<file path="src/rtl/ncl4_inject_arbiter.sv">
// Round-robin injector for the head of a 4-rail one-hot NCL pipeline.
// The arbiter grants one requester at a time and drives alternating DATA and NULL wavefronts, paced by the synchronized stage completion.
module ncl4_inject_arbiter #(
    parameter int NREQ        = 4,
    parameter int SYNC_STAGES = 2,
    parameter int TIMEOUT     = 255
) (
    input  logic              clk,
    input  logic              init_n,
    input  logic [NREQ-1:0]   req,
    input  logic [2*NREQ-1:0] req_val,
    input  logic              comp_in,
    output logic [3:0]        rails,
    output logic [NREQ-1:0]   gnt,
    output logic              busy,
    output logic              err,
    input  logic              err_clr,
    output logic [15:0]       tok_cnt
);

    localparam int          IW       = $clog2(NREQ);
    localparam logic [15:0] TMAX     = 16'(TIMEOUT);
    localparam logic [15:0] TPRE     = 16'(TIMEOUT - 1);
    localparam logic [IW-1:0] PTR_RST = IW'(NREQ - 1);

    typedef enum logic [1:0] {S_IDLE, S_DATA, S_NULL} state_t;

    state_t                 state_q, state_d;
    logic [SYNC_STAGES-1:0] sync_q;
    logic [SYNC_STAGES-1:0] prime_q;
    logic                   comp_s;
    logic                   sync_ready;
    logic [IW-1:0]          ptr_q, ptr_d;
    logic [IW-1:0]          idx_q, idx_d;
    logic [3:0]             rails_q, rails_d;
    logic [NREQ-1:0]        gnt_q, gnt_d;
    logic                   busy_q, busy_d;
    logic                   err_q, err_d;
    logic [15:0]            tok_q, tok_d;
    logic [15:0]            phase_q, phase_d;
    logic                   timeout_hit;
    logic                   win_found;
    logic [IW-1:0]          win_idx;
    logic [IW-1:0]          sel;
    logic [1:0]             win_val;
    int                     k;

    assign comp_s     = sync_q[SYNC_STAGES-1];
    // After reset the synchronizer holds zeros, not the real comp_in; no grant until it has refilled.
    assign sync_ready = prime_q[SYNC_STAGES-1];

    always_ff @(posedge clk or negedge init_n) begin
        if (!init_n) begin
            sync_q  <= '0;
            prime_q <= '0;
        end else begin
            sync_q  <= {sync_q[SYNC_STAGES-2:0], comp_in};
            prime_q <= {prime_q[SYNC_STAGES-2:0], 1'b1};
        end
    end

    // Round-robin search starting just after the last granted requester.
    always_comb begin
        win_found = 1'b0;
        win_idx   = '0;
        sel       = '0;
        k         = 0;
        for (int i = 1; i <= NREQ; i++) begin
            k   = (int'(ptr_q) + i) % NREQ;
            sel = IW'(k);
            if (!win_found && req[sel]) begin
                win_found = 1'b1;
                win_idx   = sel;
            end
        end
        win_val = req_val[{win_idx, 1'b0} +: 2];
    end

    // NOTE: every signal assigned here gets a default first so no latches are inferred.
    always_comb begin
        state_d     = state_q;
        ptr_d       = ptr_q;
        idx_d       = idx_q;
        rails_d     = rails_q;
        gnt_d       = '0;
        tok_d       = tok_q;
        phase_d     = phase_q;
        timeout_hit = 1'b0;

        case (state_q)
            S_IDLE: begin
                if (win_found && !comp_s && sync_ready) begin
                    state_d = S_DATA;
                    idx_d   = win_idx;
                    ptr_d   = win_idx;
                    rails_d = 4'b0001 << win_val;
                end
            end
            S_DATA: begin
                if (comp_s) begin
                    state_d = S_NULL;
                    rails_d = 4'b0000;
                    gnt_d   = {{(NREQ-1){1'b0}}, 1'b1} << idx_q;
                end
            end
            S_NULL: begin
                if (!comp_s) begin
                    state_d = S_IDLE;
                    tok_d   = tok_q + 16'd1;
                end
            end
            default: begin
                state_d = S_IDLE;
                rails_d = 4'b0000;
            end
        endcase

        // Phase counter saturates at TIMEOUT so err fires once per stuck phase.
        if (state_d != state_q) begin
            phase_d = '0;
        end else if (state_q != S_IDLE && phase_q != TMAX) begin
            phase_d     = phase_q + 16'd1;
            timeout_hit = (phase_q == TPRE);
        end

        err_d  = timeout_hit ? 1'b1 : (err_clr ? 1'b0 : err_q);
        busy_d = (state_d != S_IDLE);
    end

    // NOTE: state registers use non-blocking assignments so all flops update together.
    always_ff @(posedge clk or negedge init_n) begin
        if (!init_n) begin
            state_q <= S_IDLE;
            ptr_q   <= PTR_RST;
            idx_q   <= '0;
            rails_q <= '0;
            gnt_q   <= '0;
            busy_q  <= 1'b0;
            err_q   <= 1'b0;
            tok_q   <= '0;
            phase_q <= '0;
        end else begin
            state_q <= state_d;
            ptr_q   <= ptr_d;
            idx_q   <= idx_d;
            rails_q <= rails_d;
            gnt_q   <= gnt_d;
            busy_q  <= busy_d;
            err_q   <= err_d;
            tok_q   <= tok_d;
            phase_q <= phase_d;
        end
    end

    assign rails   = rails_q;
    assign gnt     = gnt_q;
    assign busy    = busy_q;
    assign err     = err_q;
    assign tok_cnt = tok_q;

endmodule

</file>
<file path="config.mk">
export PLATFORM = sky130hd
export DESIGN_NAME = ncl4_inject_arbiter
export DESIGN_NICKNAME = d
export VERILOG_FILES = /design/src/rtl/ncl4_inject_arbiter.sv
export SDC_FILE = /design/constraint.sdc
export NUM_CORES = 1
export LEC_CHECK = 0
export CAP_MARGIN = 0
export CORE_UTILIZATION = 35
export CTS_CLUSTER_DIAMETER = 100
export DETAILED_ROUTE_END_ITERATION = 16
export HOLD_SLACK_MARGIN = 0.03
export PLACE_DENSITY = 0.6
export SLEW_MARGIN = 30
export SYNTH_ARGS = -nofsm -noshare
export SYNTH_HDL_FRONTEND = slang
export SYNTH_SLANG_ARGS = --single-unit
</file>
<file path="constraint.sdc">
create_clock -name clk -period 1.82 [get_ports clk]
set_clock_uncertainty 0.1 [all_clocks]
set_input_delay 0.182 -clock clk [delete_from_list [all_inputs] [get_ports clk]]
set_output_delay 0.182 -clock clk [all_outputs]
set_load 0.005 [all_outputs]
</file>
==> flow_summary.yaml <==
status:
  status: "finished with violations"
  violations: "negative setup slack"
global_route:
  grt_max_degree: 35
  track_usage: 0.153
  antenna_found_initial: 0
  grt_overflow: 0
  grt_pass1_wl_mm: 9.09
  grt_pass1_vias: 2003
yosys:
  synth_nets: 257
  synth_most_common_cell: "dfrtp_1"
  synth_xor_area_frac: 0.0910
  synth_area_leaders: "dfrtp_1 (50%), xnor2_1 (4.9%), nor2_1 (4.2%)"
  synth_common_cells: "dfrtp_1 (50), nor2_1 (28), nand2_1 (18)"
  ys_warn_count: 0
  yosys.area.top_type_share: 0.500
  yosys_register_bits: 52
  syn-cell-area_um2: 2500
  synth-edff-count: 0
  synth_compound_area_frac: 0.110
  seq_area_frac_synth: 0.521
  ys_types: 52
  synth-simple-area-share: 0.218
  synth_top_family_by_area: "simple AND/OR/NAND/NOR gates"
  syn_avg_cell_area_um2: 10.5
  async_flop_share: 1.00
  synth_fa_ha_area_frac: 0.0150
  synth_top_area_cell: "dfrtp_1"
  ys.flop_type: "dfrtp_1"
  syn_inst: 238
  muxShareOfSynthArea: 0.0210
final_layout:
  n_antenna_cell: 0
  syn_to_final_growth_pct: 40.4
  drive_above_1_share: 0.222
  final_nets: 342
  post-route-cell-area_um2: 3520
cts:
  cts_buffers: 5
  htree_levels: 2
  clkSinkCount: 52
  clockRootBuffer: "clkbuf_8"
  clock_latency_ps: 310
  clk_pin_slew_ps: 100
  cts_tree: "built"
  max-clock-path-buffers: 2
critical_path:
  cp_cell_sequence: "nand3b_1 > a31oi_4 > mux2_4 > nand2b_4 > o221ai_2"
  critPathKind: "flop to flop"
  crit_required_ps: 1950
  slowest_stage: "dfstp_2"
  max_stage_delay_ps: 590
  critPathLaunch: "ptr_q[1]"
  setup.worst_path.start_class: "flop"
  cp-end-kind: "flop"
  crit_buf_inv: 0
  cp_max_fo: 5
  r2r_start: "ptr_q[1]"
  reg2reg_depth: 5
  r2r-end: "rails[2]"
  r2r_slack_ps: -30
  crit_arrival_ps: 1980
  crit_family: "flip-flops"
place:
  dpl_cell_area_um2: 3280
  place_hpwl_mm: 3.83
  portBuffers: 41
  pre_cts_ws_ps: -221
  gp_congestion: 0.780
min_path:
  hold_depth: 1
  hp-start: "comp_in"
  hold_path_class: "input port to flop"
  min_to: "sync_q[0]"
die:
  initial_utilization: 0.364
  core_area_um2: 6870
  row_count: 30
  die_area_um2: 7500
  dieWidth_um: 86.6
  ios: 42
  die_h_um: 86.6
routing:
  drt-initial-drc-count: 74
  drc: 0
  wl_mm: 5.22
  vias: 2018
  dr.pass1.iters: 4
  viasPerCell: 4.80
  ant_nets: 0
  routedWlPerCell_um: 12.4
timing:
  grt_setup_unrepaired: "true"
  fin_crit_sh: 1.02
  final_max_slew_viol_count: 0
  fin_ws_ps: -29.5
  min_period_ps: 1850
  max_clock_freq_mhz: 541
  fin_setup_tns_ps: -79.9
  setup_viol: 4
  final_hold_viol_count: 0
pwr:
  p_leak_nw: 1.55
  ir_worst_vdd_mv: 0.491
  power_density_nw_per_um2: 851
job:
  max_cap_viol_count: 0
[area by class of cell]
| type | count | area (µm²) |
|---|---|---|
| clock buffers | 5 | 68.8 |
| well taps | 96 | 120 |
| multi-input cells | 173 | 1230 |
| inverters | 9 | 33.8 |
| repair buffers | 82 | 732 |
| fillers | 643 | 3350 |
| clock inverters | 3 | 27.5 |
| flip-flops and latches | 52 | 1300 |
[where the power goes]
part	internal, W	switching (W)
Sequential	0.00130	0.000145
Combinational	0.000499	0.000347
Clock	0.000283	0.000413
[cell families (layout without fill, tap and decap cells)]
logic type,Yosys count,after routing
xor+xnor,26,26
simple gates,100,100
buf+inv,13,99
flops,52,52
mux,5,5
compound gates,38,38
other cells,1,1
fa+ha+maj,3,3
[per-layer routing]
layer / vias up / share of wire / global-route usage
li1: 1011 / - / -
met1: 982 / 0.48 / 0.209
met2: 21 / 0.49 / 0.247
met3: 4 / 0.021 / 0.0295
met4: 0 / 0.0065 / 0.0439
met5: - / 0 / 0
[placed cells by master, fill, tap and decap left out, types with 2 or more instances in the layout]
cell,instances
buf_4,38
ha_1,3
o221ai_2,2
inv_1,9
a211oi_1,2
nor3b_1,2
nand3_1,6
o21ai_1,2
and2_1,5
nor3_1,4
a21o_1,3
o21ai_0,6
dfstp_2,2
or3_1,4
and3_1,3
nor2_1,28
mux2i_1,2
nor4_2,2
clkbuf_8,5
xnor2_1,14
nand4_1,10
xor2_1,12
clkdlybuf4s50_1,40
nand2b_1,2
nand2_1,18
dfrtp_1,50
a31oi_1,3
or3_4,2
a21oi_1,9
[per-stage QoR]
stage                     hold WS (ps)  instances  power, W  utilization
final                              204        420   0.00299        0.512
after detailed placement          54.5        405   0.00224        0.477
after global placement            48.7        405   0.00222        0.477
after global routing               196        420   0.00318        0.512
after floorplan                   -214        238   0.00183            -
after CTS                          197        414   0.00295        0.495
[worst max path at each step]
stage               endpoint  slack [ps]  cells past startpoint
floorplan           rails[2]         -20                      6
global placement         err        -170                      6
detailed placement  rails[0]        -220                      6
CTS                 rails[2]           6                      5
global route        rails[2]        -130                      5
finish              rails[2]         -30                      5
[what timing repair did]
| item | 4_1_cts | 5_1_grt |
|---|---|---|
| buffers inserted | 0 | 6 |
| pin swaps | 0 | 5 |
| hold buffers | 1 | 0 |
| endpoints found under the setup margin | 5 | 18 |
| gates resized for setup | 3 | 13 |
| endpoints found under the hold margin | 16 | 0 |
[registers in the layout (all words and copies together) (netlist names)]
signal	flops
phase_q	16
tok_cnt	16
gnt	4
rails	4
idx_q	2
prime_q	2
ptr_q	2
state_q	2
sync_q	2
busy	1
err	1
Note: power is estimated with default switching activity, not from simulation.
